`src/rtl/xtea_port_pkg.sv`:
```
// Shared definitions for the XTEA port-mapped responder.
// Holds the register offsets relative to the responder base port, the
// ctrl/status bit positions, the controller FSM state enum and the XTEA
// round constants used by the core.
package xtea_port_pkg;

  // Register offsets relative to PORT_BASE
  localparam logic [7:0] OFF_KEY     = 8'd0;
  localparam logic [7:0] OFF_DATA    = 8'd1;
  localparam logic [7:0] OFF_CTRL    = 8'd3;
  localparam logic [7:0] OFF_STATUS  = 8'd4;
  localparam logic [7:0] OFF_RESULT  = 8'd5;
  localparam logic [7:0] OFF_PTR_CLR = 8'd6;

  // ctrl register bit positions
  localparam int CTRL_START  = 0;
  localparam int CTRL_MODE   = 1;
  localparam int CTRL_IRQ_EN = 2;

  // status register bit positions
  localparam int STAT_DONE = 0;
  localparam int STAT_BUSY = 1;
  localparam int STAT_IRQ  = 2;
  localparam int STAT_ERR  = 3;

  typedef enum logic [1:0] {
    S_IDLE  = 2'd0,
    S_START = 2'd1,
    S_RUN   = 2'd2,
    S_DONE  = 2'd3
  } xtea_state_e;

  // XTEA constants: 32 cycles, each cycle one full (two half) round
  localparam logic [31:0] XTEA_DELTA    = 32'h9E3779B9;
  localparam logic [31:0] XTEA_DEC_SUM  = 32'hC6EF3720;  // DELTA * 32 mod 2^32
  localparam logic [4:0]  XTEA_LAST_RND = 5'd31;

endpackage

```
`src/rtl/xtea_core.sv`:
```
// Iterative XTEA block cipher core, one full cycle (both Feistel halves)
// per clock, 32 clocks per block.
//   clk, rst  : clock, asynchronous active-high reset (control state only)
//   start     : one-cycle pulse; latches data_in and decrypt, begins a block
//   decrypt   : 0 encrypt, 1 decrypt
//   key       : 128-bit key, word i = key[32*i +: 32]; held stable while busy
//   data_in   : 64-bit block, v0 = [31:0], v1 = [63:32]
//   data_out  : {v1, v0}; valid when ready pulses and held afterwards
//   ready     : one-cycle pulse when the block is finished
module xtea_core
  import xtea_port_pkg::*;
(
  input  logic         clk,
  input  logic         rst,
  input  logic         start,
  input  logic         decrypt,
  input  logic [127:0] key,
  input  logic [63:0]  data_in,
  output logic [63:0]  data_out,
  output logic         ready
);

  logic        running;
  logic [4:0]  round_cnt;
  logic        dec_q;
  logic [31:0] v0, v1, sum;
  logic [31:0] v0_nxt, v1_nxt, sum_nxt;

  function automatic logic [31:0] mix(input logic [31:0] x);
    return ((x << 4) ^ (x >> 5)) + x;
  endfunction

  function automatic logic [31:0] key_word(input logic [127:0] k,
                                           input logic [1:0]   idx);
    return k[{idx, 5'b00000} +: 32];
  endfunction

  // One complete XTEA cycle; decrypt runs the halves in reverse order
  always_comb begin
    v0_nxt  = v0;
    v1_nxt  = v1;
    sum_nxt = sum;
    if (!dec_q) begin
      v0_nxt  = v0 + (mix(v1) ^ (sum + key_word(key, sum[1:0])));
      sum_nxt = sum + XTEA_DELTA;
      v1_nxt  = v1 + (mix(v0_nxt) ^ (sum_nxt + key_word(key, sum_nxt[12:11])));
    end else begin
      v1_nxt  = v1 - (mix(v0) ^ (sum + key_word(key, sum[12:11])));
      sum_nxt = sum - XTEA_DELTA;
      v0_nxt  = v0 - (mix(v1_nxt) ^ (sum_nxt + key_word(key, sum_nxt[1:0])));
    end
  end

  // Control: round counter and completion pulse
  always_ff @(posedge clk or posedge rst) begin
    if (rst) begin
      running   <= 1'b0;
      round_cnt <= '0;
      ready     <= 1'b0;
    end else begin
      ready <= 1'b0;
      if (start) begin
        running   <= 1'b1;
        round_cnt <= '0;
      end else if (running) begin
        round_cnt <= round_cnt + 5'd1;
        if (round_cnt == XTEA_LAST_RND) begin
          running <= 1'b0;
          ready   <= 1'b1;
        end
      end
    end
  end

  // Datapath: block halves and running sum
  always_ff @(posedge clk) begin
    if (start) begin
      v0    <= data_in[31:0];
      v1    <= data_in[63:32];
      sum   <= decrypt ? XTEA_DEC_SUM : 32'd0;
      dec_q <= decrypt;
    end else if (running) begin
      v0  <= v0_nxt;
      v1  <= v1_nxt;
      sum <= sum_nxt;
    end
  end

  assign data_out = {v1, v0};

endmodule

```
`src/rtl/xtea_port_responder.sv`:
```
// Port-mapped XTEA peripheral for an 8-bit controller I/O bus.
// Key and data are loaded a byte at a time through auto-incrementing
// pointers, a ctrl write starts the core, and the 64-bit result is read
// back a byte at a time. Completion can raise a level interrupt.
//   clk, rst      : clock, asynchronous active-high reset
//   port_id       : controller port address
//   out_port      : controller write data
//   write_strobe  : one-cycle write qualifier
//   read_strobe   : one-cycle read qualifier (advances the result pointer,
//                   clears err on status reads)
//   in_port       : read data, combinational from port_id
//   interrupt     : completion interrupt level (irq_pending)
//   interrupt_ack : one-cycle acknowledge, clears irq_pending
module xtea_port_responder
  import xtea_port_pkg::*;
#(
  parameter logic [7:0] PORT_BASE = 8'h30
) (
  input  logic       clk,
  input  logic       rst,
  input  logic [7:0] port_id,
  input  logic [7:0] out_port,
  input  logic       write_strobe,
  input  logic       read_strobe,
  output logic [7:0] in_port,
  output logic       interrupt,
  input  logic       interrupt_ack
);

  localparam logic [7:0] A_KEY     = PORT_BASE + OFF_KEY;
  localparam logic [7:0] A_DATA    = PORT_BASE + OFF_DATA;
  localparam logic [7:0] A_CTRL    = PORT_BASE + OFF_CTRL;
  localparam logic [7:0] A_STATUS  = PORT_BASE + OFF_STATUS;
  localparam logic [7:0] A_RESULT  = PORT_BASE + OFF_RESULT;
  localparam logic [7:0] A_PTR_CLR = PORT_BASE + OFF_PTR_CLR;

  xtea_state_e  state, state_nxt;
  logic [127:0] key_reg;
  logic [63:0]  data_reg, result_reg;
  logic [3:0]   kp;
  logic [2:0]   dp, rp;
  logic         mode, irq_en, err, done, irq_pending;

  logic         core_start, core_ready;
  logic [63:0]  core_data_out;

  logic wr_key, wr_data, wr_ctrl, wr_ptr_clr, rd_status, rd_result;
  logic busy, ctrl_ok, start_accept, finish, err_set, err_clr;
  logic [7:0] status_byte;

  assign wr_key     = write_strobe && (port_id == A_KEY);
  assign wr_data    = write_strobe && (port_id == A_DATA);
  assign wr_ctrl    = write_strobe && (port_id == A_CTRL);
  assign wr_ptr_clr = write_strobe && (port_id == A_PTR_CLR);
  assign rd_status  = read_strobe  && (port_id == A_STATUS);
  assign rd_result  = read_strobe  && (port_id == A_RESULT);

  assign busy         = (state == S_START) || (state == S_RUN);
  // With four states, "not busy" is exactly IDLE or DONE
  assign ctrl_ok      = wr_ctrl && !busy;
  assign start_accept = ctrl_ok && out_port[CTRL_START];
  assign finish       = (state == S_RUN) && core_ready;
  assign err_set      = busy && (wr_key || wr_data || (wr_ctrl && out_port[CTRL_START]));
  assign err_clr      = rd_status || wr_ptr_clr;

  // Controller FSM
  always_ff @(posedge clk or posedge rst) begin
    if (rst) state <= S_IDLE;
    else     state <= state_nxt;
  end

  always_comb begin
    state_nxt = state;
    case (state)
      S_IDLE, S_DONE: if (start_accept) state_nxt = S_START;
      S_START:        state_nxt = S_RUN;
      S_RUN:          if (core_ready) state_nxt = S_DONE;
      default:        state_nxt = S_IDLE;
    endcase
  end

  // The core start pulse is the single START cycle, so a reset that
  // returns the FSM to IDLE cannot leave a start pending.
  assign core_start = (state == S_START);

  // Register file, pointers and status flags
  always_ff @(posedge clk or posedge rst) begin
    if (rst) begin
      key_reg     <= '0;
      data_reg    <= '0;
      result_reg  <= '0;
      kp          <= '0;
      dp          <= '0;
      rp          <= '0;
      mode        <= 1'b0;
      irq_en      <= 1'b0;
      err         <= 1'b0;
      done        <= 1'b0;
      irq_pending <= 1'b0;
    end else begin
      if (wr_key && !busy) begin
        key_reg[{kp, 3'b000} +: 8] <= out_port;
        kp <= kp + 4'd1;
      end
      if (wr_data && !busy) begin
        data_reg[{dp, 3'b000} +: 8] <= out_port;
        dp <= dp + 3'd1;
      end
      if (wr_ptr_clr) begin
        kp <= '0;
        dp <= '0;
      end

      if (ctrl_ok) begin
        mode   <= out_port[CTRL_MODE];
        irq_en <= out_port[CTRL_IRQ_EN];
      end

      if (start_accept || wr_ptr_clr) rp <= '0;
      else if (rd_result)             rp <= rp + 3'd1;

      // New events win over clears
      if (err_set)      err <= 1'b1;
      else if (err_clr) err <= 1'b0;

      if (start_accept) done <= 1'b0;
      else if (finish)  done <= 1'b1;

      if (finish && irq_en) irq_pending <= 1'b1;
      else if (interrupt_ack) irq_pending <= 1'b0;

      if (finish) result_reg <= core_data_out;
    end
  end

  always_comb begin
    status_byte            = 8'h00;
    status_byte[STAT_DONE] = done;
    status_byte[STAT_BUSY] = busy;
    status_byte[STAT_IRQ]  = irq_pending;
    status_byte[STAT_ERR]  = err;
  end

  always_comb begin
    in_port = 8'h00;
    if (port_id == A_STATUS)      in_port = status_byte;
    else if (port_id == A_RESULT) in_port = result_reg[{rp, 3'b000} +: 8];
  end

  assign interrupt = irq_pending;

  xtea_core u_core (
    .clk      (clk),
    .rst      (rst),
    .start    (core_start),
    .decrypt  (mode),
    .key      (key_reg),
    .data_in  (data_reg),
    .data_out (core_data_out),
    .ready    (core_ready)
  );

endmodule

```
`config.mk`:
```
export PLATFORM = sky130hd
export DESIGN_NAME = xtea_port_responder
export DESIGN_NICKNAME = d
export VERILOG_FILES = /design/src/rtl/xtea_port_pkg.sv /design/src/rtl/xtea_core.sv /design/src/rtl/xtea_port_responder.sv
export SDC_FILE = /design/constraint.sdc
export NUM_CORES = 2
export LEC_CHECK = 0
export CORE_UTILIZATION = 35
export DETAILED_ROUTE_END_ITERATION = 10
export PLACE_DENSITY = 0.51
export SLEW_MARGIN = 5
export SYNTH_ARGS = -nofsm -noshare
export SYNTH_HDL_FRONTEND = slang
export SYNTH_SLANG_ARGS = --single-unit
```
`constraint.sdc`:
```
create_clock -name clk -period 10.1 [get_ports clk]
set_input_delay 3.03 -clock clk [delete_from_list [all_inputs] [get_ports clk]]
set_output_delay 3.03 -clock clk [all_outputs]
set_load 0.05 [all_outputs]
```
== Word level (Yosys, flattened, before mapping) ==
Cells that the tools add are included.
Operators by class
  shift-type cells: 9
  bitwise logic cells: 8
  add/subtract/negate cells: 20
  equality and inequality tests: 12
  muxes and demuxes: 37
  reduce and logical (&&, ||, !) cells: 30
Operator list (number)
  128-bit by 8-bit indexed part select with 32-bit output: 4
  32-bit adder: 10
  32-bit 2-to-1 mux: 10
  128-bit bitwise mux: 1
  8-bit by 9-bit variable shift with 128-bit output, first input constant: 1
  8-bit by 9-bit indexed part select with 128-bit output: 1
  32-bit by 27-bit XOR with 32-bit output: 4
  32-bit XOR: 4
  64-bit bitwise mux: 1
  8-bit by 8-bit variable shift with 64-bit output, first input constant: 1
  64-bit by 7-bit indexed part select with 8-bit output: 1
  8-bit by 8-bit indexed part select with 64-bit output: 1
  32-bit subtractor: 2
  8-bit by 6-bit equality test with 1-bit output, second input constant: 6
  32-bit adder, second input constant: 1
  32-bit subtractor, second input constant: 1
  8-bit 2-to-1 mux: 2
  1-bit logical AND: 14
  2-bit nonzero test: 7
  1-bit 2-to-1 mux: 12
  3-bit 2-to-1 mux: 4
  5-bit 2-to-1 mux: 2
  7-bit negator with 9-bit output: 1
  4-bit 2-to-1 mux: 2
  other kinds (16): 23
Word-level totals
  bits in registers: 377
  output and inout bits: 9
  bits of input ports: 21
  logic and storage cells: 135

== Depth between registers and ports, before layout ==
  word-level depth: 11
  gate-level depth with buffers: 51
  depth with buffers taken out: 49

== Cells and area by module ==
Synthesis repeated with hierarchy kept, for this count alone.
Unflattened totals
  cell total of the unflattened synthesis: 4182
  area total of the unflattened synthesis: 40306.2 um^2
Modules (own cells, without submodules)
  xtea_core: cells each 3365, area an instance 28434.8 um^2, instances 1, seq. area each 3088.0 um^2
  xtea_port_responder: cells each 817, area an instance 11871.4 um^2, instances 1, seq. area each 6831.6 um^2

== Least setup slack after synthesis ==
No wires, ideal clock.
  kind: reg-to-reg
  start: register u_core.sum[0]
  end: register u_core.v1[31] (data pin)
  period minus slack after synthesis: 10.697 ns
  buffers on the path: 2
  stages on the path, launching flop included: 51
  data required time: 9.970 ns
  data arrival time: 10.567 ns
  slack: -0.597 ns
  library setup time: 0.130 ns
  path through: edfxtp_1 -> clkbuf_1 -> buf_1 -> mux4_2 -> ha_1 -> a21o_1 -> a21oi_1 -> o21bai_1 -> o41a_1 -> nand2_1 -> nand2_1 -> a21o_1 -> a21o_1 -> a21o_1 -> a21o_1 -> a21oi_1 -> xnor2_1 -> ha_1 -> (+15 left out) -> a21o_1 -> a21oi_1 -> nor2b_1 -> nor4_1 -> o21bai_1 -> a21o_1 -> xnor2_1 -> ha_1 -> a21boi_0 -> o21ai_0 -> inv_1 -> a311oi_1 -> o21ai_0 -> a31oi_1 -> xnor3_1 -> xnor3_1 -> o21ai_1 -> o21a_1
On the way
  cells in the longest elaborated chain, start to end: 11
  elaborated cells between the ends (all ways): 17
  classes of those cells: add/sub (8); shift (2); mux (3); bitwise (4)
Ends and longest elaborated chain
  start, declared: RTL line xtea_core.sv:26  | logic [31:0] v0, v1, sum;
  start signal, assigned: RTL line xtea_core.sv:80  | sum <= decrypt ? XTEA_DEC_SUM : 32'd0;
  start signal, assigned: RTL line xtea_core.sv:85  | sum <= sum_nxt;
  128-bit by 8-bit indexed part select with 32-bit output: RTL line xtea_core.sv:35  | return k[{idx, 5'b00000} +: 32];
  32-bit adder: RTL line xtea_core.sv:44  | v0_nxt = v0 + (mix(v1) ^ (sum + key_word(key, sum[1:0])));
  32-bit XOR: RTL line xtea_core.sv:44
  32-bit adder: RTL line xtea_core.sv:44
  32-bit by 27-bit XOR with 32-bit output: RTL line xtea_core.sv:30  | return ((x << 4) ^ (x >> 5)) + x;
  32-bit adder: RTL line xtea_core.sv:30
  32-bit XOR: RTL line xtea_core.sv:46  | v1_nxt = v1 + (mix(v0_nxt) ^ (sum_nxt + key_word(key, sum_nxt[12:11])));
  32-bit adder: RTL line xtea_core.sv:46
  32-bit 2-to-1 mux (*): RTL line xtea_core.sv:43  | if (!dec_q) begin
  32-bit 2-to-1 mux (*): RTL line xtea_core.sv:82  | end else if (running) begin
  32-bit 2-to-1 mux (*): RTL line xtea_core.sv:77  | if (start) begin
  end signal, assigned: RTL line xtea_core.sv:79  | v1 <= data_in[63:32];
  end signal, assigned: RTL line xtea_core.sv:84  | v1 <= v1_nxt;
  end, declared: RTL line xtea_core.sv:26
Mark *: on every way between the ends. The rest lies on a longest branch, timed or not. The select of a mux whose other input is x is not followed.
A chain may end at the register's enable or synchronous reset.

== Worst setup path after layout ==
  start: register u_core.sum[11]
  end: register u_core.v0[30] (data pin)
On the way
  cells in the longest elaborated chain, start to end: 11
  elaborated cells between the ends (all ways): 16
  classes of those cells: add/sub (8); shift (1); mux (3); bitwise (4)
Ends and longest elaborated chain
  128-bit by 8-bit indexed part select with 32-bit output: RTL line xtea_core.sv:35
  32-bit adder: RTL line xtea_core.sv:48  | v1_nxt = v1 - (mix(v0) ^ (sum + key_word(key, sum[12:11])));
  32-bit XOR: RTL line xtea_core.sv:48
  32-bit subtractor: RTL line xtea_core.sv:48
  32-bit by 27-bit XOR with 32-bit output: RTL line xtea_core.sv:30
  32-bit adder: RTL line xtea_core.sv:30
  32-bit XOR: RTL line xtea_core.sv:50  | v0_nxt = v0 - (mix(v1_nxt) ^ (sum_nxt + key_word(key, sum_nxt[1:0])));
  32-bit subtractor: RTL line xtea_core.sv:50
  32-bit 2-to-1 mux (*): RTL line xtea_core.sv:43
  32-bit 2-to-1 mux (*): RTL line xtea_core.sv:82
  32-bit 2-to-1 mux (*): RTL line xtea_core.sv:77
  end signal, assigned: RTL line xtea_core.sv:78  | v0 <= data_in[31:0];
  end signal, assigned: RTL line xtea_core.sv:83  | v0 <= v0_nxt;
  end, declared: RTL line xtea_core.sv:26
Marks and branches as above.

==> impl_metrics.tcl <==
set metrics [dict create \
    cts-htree-levels 2 \
    ys_warn_count 0 \
    largest_register_ffs 128 \
    max_clock_buf_depth 3 \
    grt_pass1_wl_um 226000 \
    numPortBuffers 29 \
    finClkSkew_ps 30.6 \
    synth_fp_nets 4631 \
    timing.critical_path.required_ps 10460 \
    min_path_cells 2 \
    timing.critical_path.arrival_ps 10020 \
    syn_inst 4196 \
    hold_path_class "flop to flop" \
    drt_pre_antenna_iters 5 \
    number_of_inserted_diodes 0 \
    post_cts_hold_buffer_count 0 \
    max_slew.worst_pin.slew_ps 1360 \
    timing.hold.worst_endpoint "data_reg[22]" \
    cp-start-kind "flop" \
    status "complete, no violations" \
    critical_path.endpoint_type "flop" \
    layout-area-overhead-vs-synth_pct 16.6 \
    dp_hpwl_um 126000 \
    cts_tree "done" \
    final_cells 6018 \
    final.period_utilization_pct 95.6 \
    cpLargestDelayFamily "compound AO/OA/AOI/OAI gates" \
    synth-async-reset-ratio_pct 74.3 \
    report.final.setup_viol 0 \
    min-delay-start "data_reg[22]" \
    wl_met2_um 71500 \
    core_region_area_um2 111000 \
    place.gp.congestion 1.00 \
    clock_input_transition_at_the_sequential_cells_of_the_worst_setup_and_hold_paths_ps 70 \
    worstReg2RegEnd "u_core.v0[30]" \
    most_used_flip_flop_cell_after_synthesis "dfrtp_1" \
    remaining_drc_errors 0 \
    ioPinCount 30 \
    grt_max_degree 142 \
    first_global_vias 33049 \
    reg2reg_setup_slack_ps 440 \
    top_layer_used "met4" \
    post_synth_main_area_contributors "dfrtp_1 (18%), ha_1 (13%), xnor2_1 (9.2%)" \
    fin_worst_hold_slack_ps 482 \
    synth_cell_types 76 \
    die_x_um 337 \
    routedLengthMet1_um 72000 \
    max_freq_mhz 104 \
    critical-path-top-cell-by-count "buf_4" \
    maxCapViolCount 0 \
    yosysMostFrequentCell "xnor2_1" \
    max-slew-margin-rel_pct 8.74 \
    r2r-start "u_core.sum[11]" \
    clk-insertion-delay-late_ps 640 \
    ys_seq_area_share_pct 25.3 \
    critPathSlowestCell "mux4_2" \
    final_max_slew_viol_count 0 \
    hold_viol_final 0 \
    vias_per_instance 5.73 \
    vias 34501 \
    timing.critical_path.from "u_core.sum[11]" \
    tritoncts.num_buffers 46 \
    synthDominantAreaCellType "dfrtp_1" \
    wire_length_per_cell_after_detailed_routing_um 26.1 \
    yosys.area.top_type_share_pct 17.9 \
    total_die_area_um2 113000 \
    grt_antenna_before_repair 2 \
    std_cell_rows 122 \
    nets 4928 \
    numPlacedInstances 5921 \
    die_height_um 337 \
    track_usage_pct 27.3 \
    reg2regPathDepth 46 \
    initial_core_util_pct 35.4 \
    cts_sinks 377 \
    path_type_of_the_worst_setup_path "flop to flop" \
    synth_enable_flop_cells 97 \
    dr_wl_met3_um 9130 \
    clock_tree_root "clkbuf_16" \
    synth-seq-cells 377 \
    timing.final.crit_period_ps 9660 \
    grt_remaining_overflow 0 \
    drt-total-wl_um 157000 \
    synthesis.area_um2 39200 \
    post_synth_most_frequent_cells "xnor2_1 (411), ha_1 (402), nand2_1 (375)" \
    crit_fanout 5 \
    drive_above_1_share_pct 18.2 \
    first_iter_violations 3085 \
    critical_path.n_buffers_inverters 7 \
    syn_area_per_cell_um2 9.34 \
    slowest_delay_ps 490 \
    route.antenna.remaining_nets 0 \
]
cells in the final DEF (no fill, tap or decap), types with 37 or more instances in the layout:
master,n
o21a_1,54
xnor2_1,397
edfxtp_1,97
nand4_1,38
mux2i_1,55
nor3_1,43
clkbuf_16,48
inv_1,117
a21oi_1,310
nor2b_1,37
ha_1,397
nor2_1,198
xor2_1,224
nand2_1,372
nand2b_1,48
o21bai_1,50
a21o_1,223
dfrtp_1,280
nand3_1,84
mux2_2,142
buf_4,353
mux4_2,142
o21ai_0,314
per-layer routing:
metal,track usage (%),vias to the layer above
met5,0,-
met4,7.05,0
met3,3.14,217
met2,44.3,1111
met1,38.4,17079
li1,-,16094
worst max path at each step:
stage | endpoint | slack [ps] | cells after the start
4_1_cts | u_core.v1[31] | 20 | 40
5_1_grt | u_core.v1[31] | -100 | 50
2_1_floorplan | u_core.v1[31] | 20 | 50
3_5_place_dp | u_core.v1[31] | -40 | 38
6_report | u_core.v0[30] | 440 | 46
3_3_place_gp | u_core.v1[31] | 40 | 38
through the flow:
| stage | setup TNS (ps) | utilization [%] | setup WS [ps] | instance area [um^2] |
|---|---|---|---|---|
| after detailed placement | -40.6 | 39.3 | -40.6 | 43500 |
| after CTS | 0 | 40.8 | 16.3 | 45200 |
| after global routing | -118 | 41.2 | -96.7 | 45700 |
| after global placement | 0 | 39.3 | 35.3 | 43500 |
| final | 0 | 41.2 | 440 | 45700 |
| after floorplan | 0 | - | 16.9 | 39200 |
cell families after synthesis:
| family | share of synthesized area [%] |
|---|---|
| buf+inv | 2.49 |
| flops | 25.3 |
| fa+ha+maj | 13.4 |
| simple gates | 11.0 |
| compound gates | 19.7 |
| xor+xnor | 14.4 |
| mux | 13.6 |
repair_timing:
item / CTS / global route
pin swaps: 2 / 36
gates resized for setup: 5 / 98
buffers inserted: 0 / 12
setup endpoints to repair: 1 / 16
worst min-delay path, delay by kind of cell, from the launching register on:
kind | cells | cell delay (ps)
AO/OA/AOI/OAI | 1 | 60
flip-flops | 1 | 340
AND/OR/NAND/NOR | 1 | 50
area by class of cell:
class,instances,area [um^2]
clock buffers,57,1280
clock inverters,28,365
fillers,11035,65100
inverters,119,450
multi-input cells,3559,28700
flip-flops and latches,377,9920
well taps,1488,1860
repair buffers,390,3090
Power is left out: the tool's default activity adds up to more than one toggle a clock period on the data nets, which glitch-free logic cannot reach.
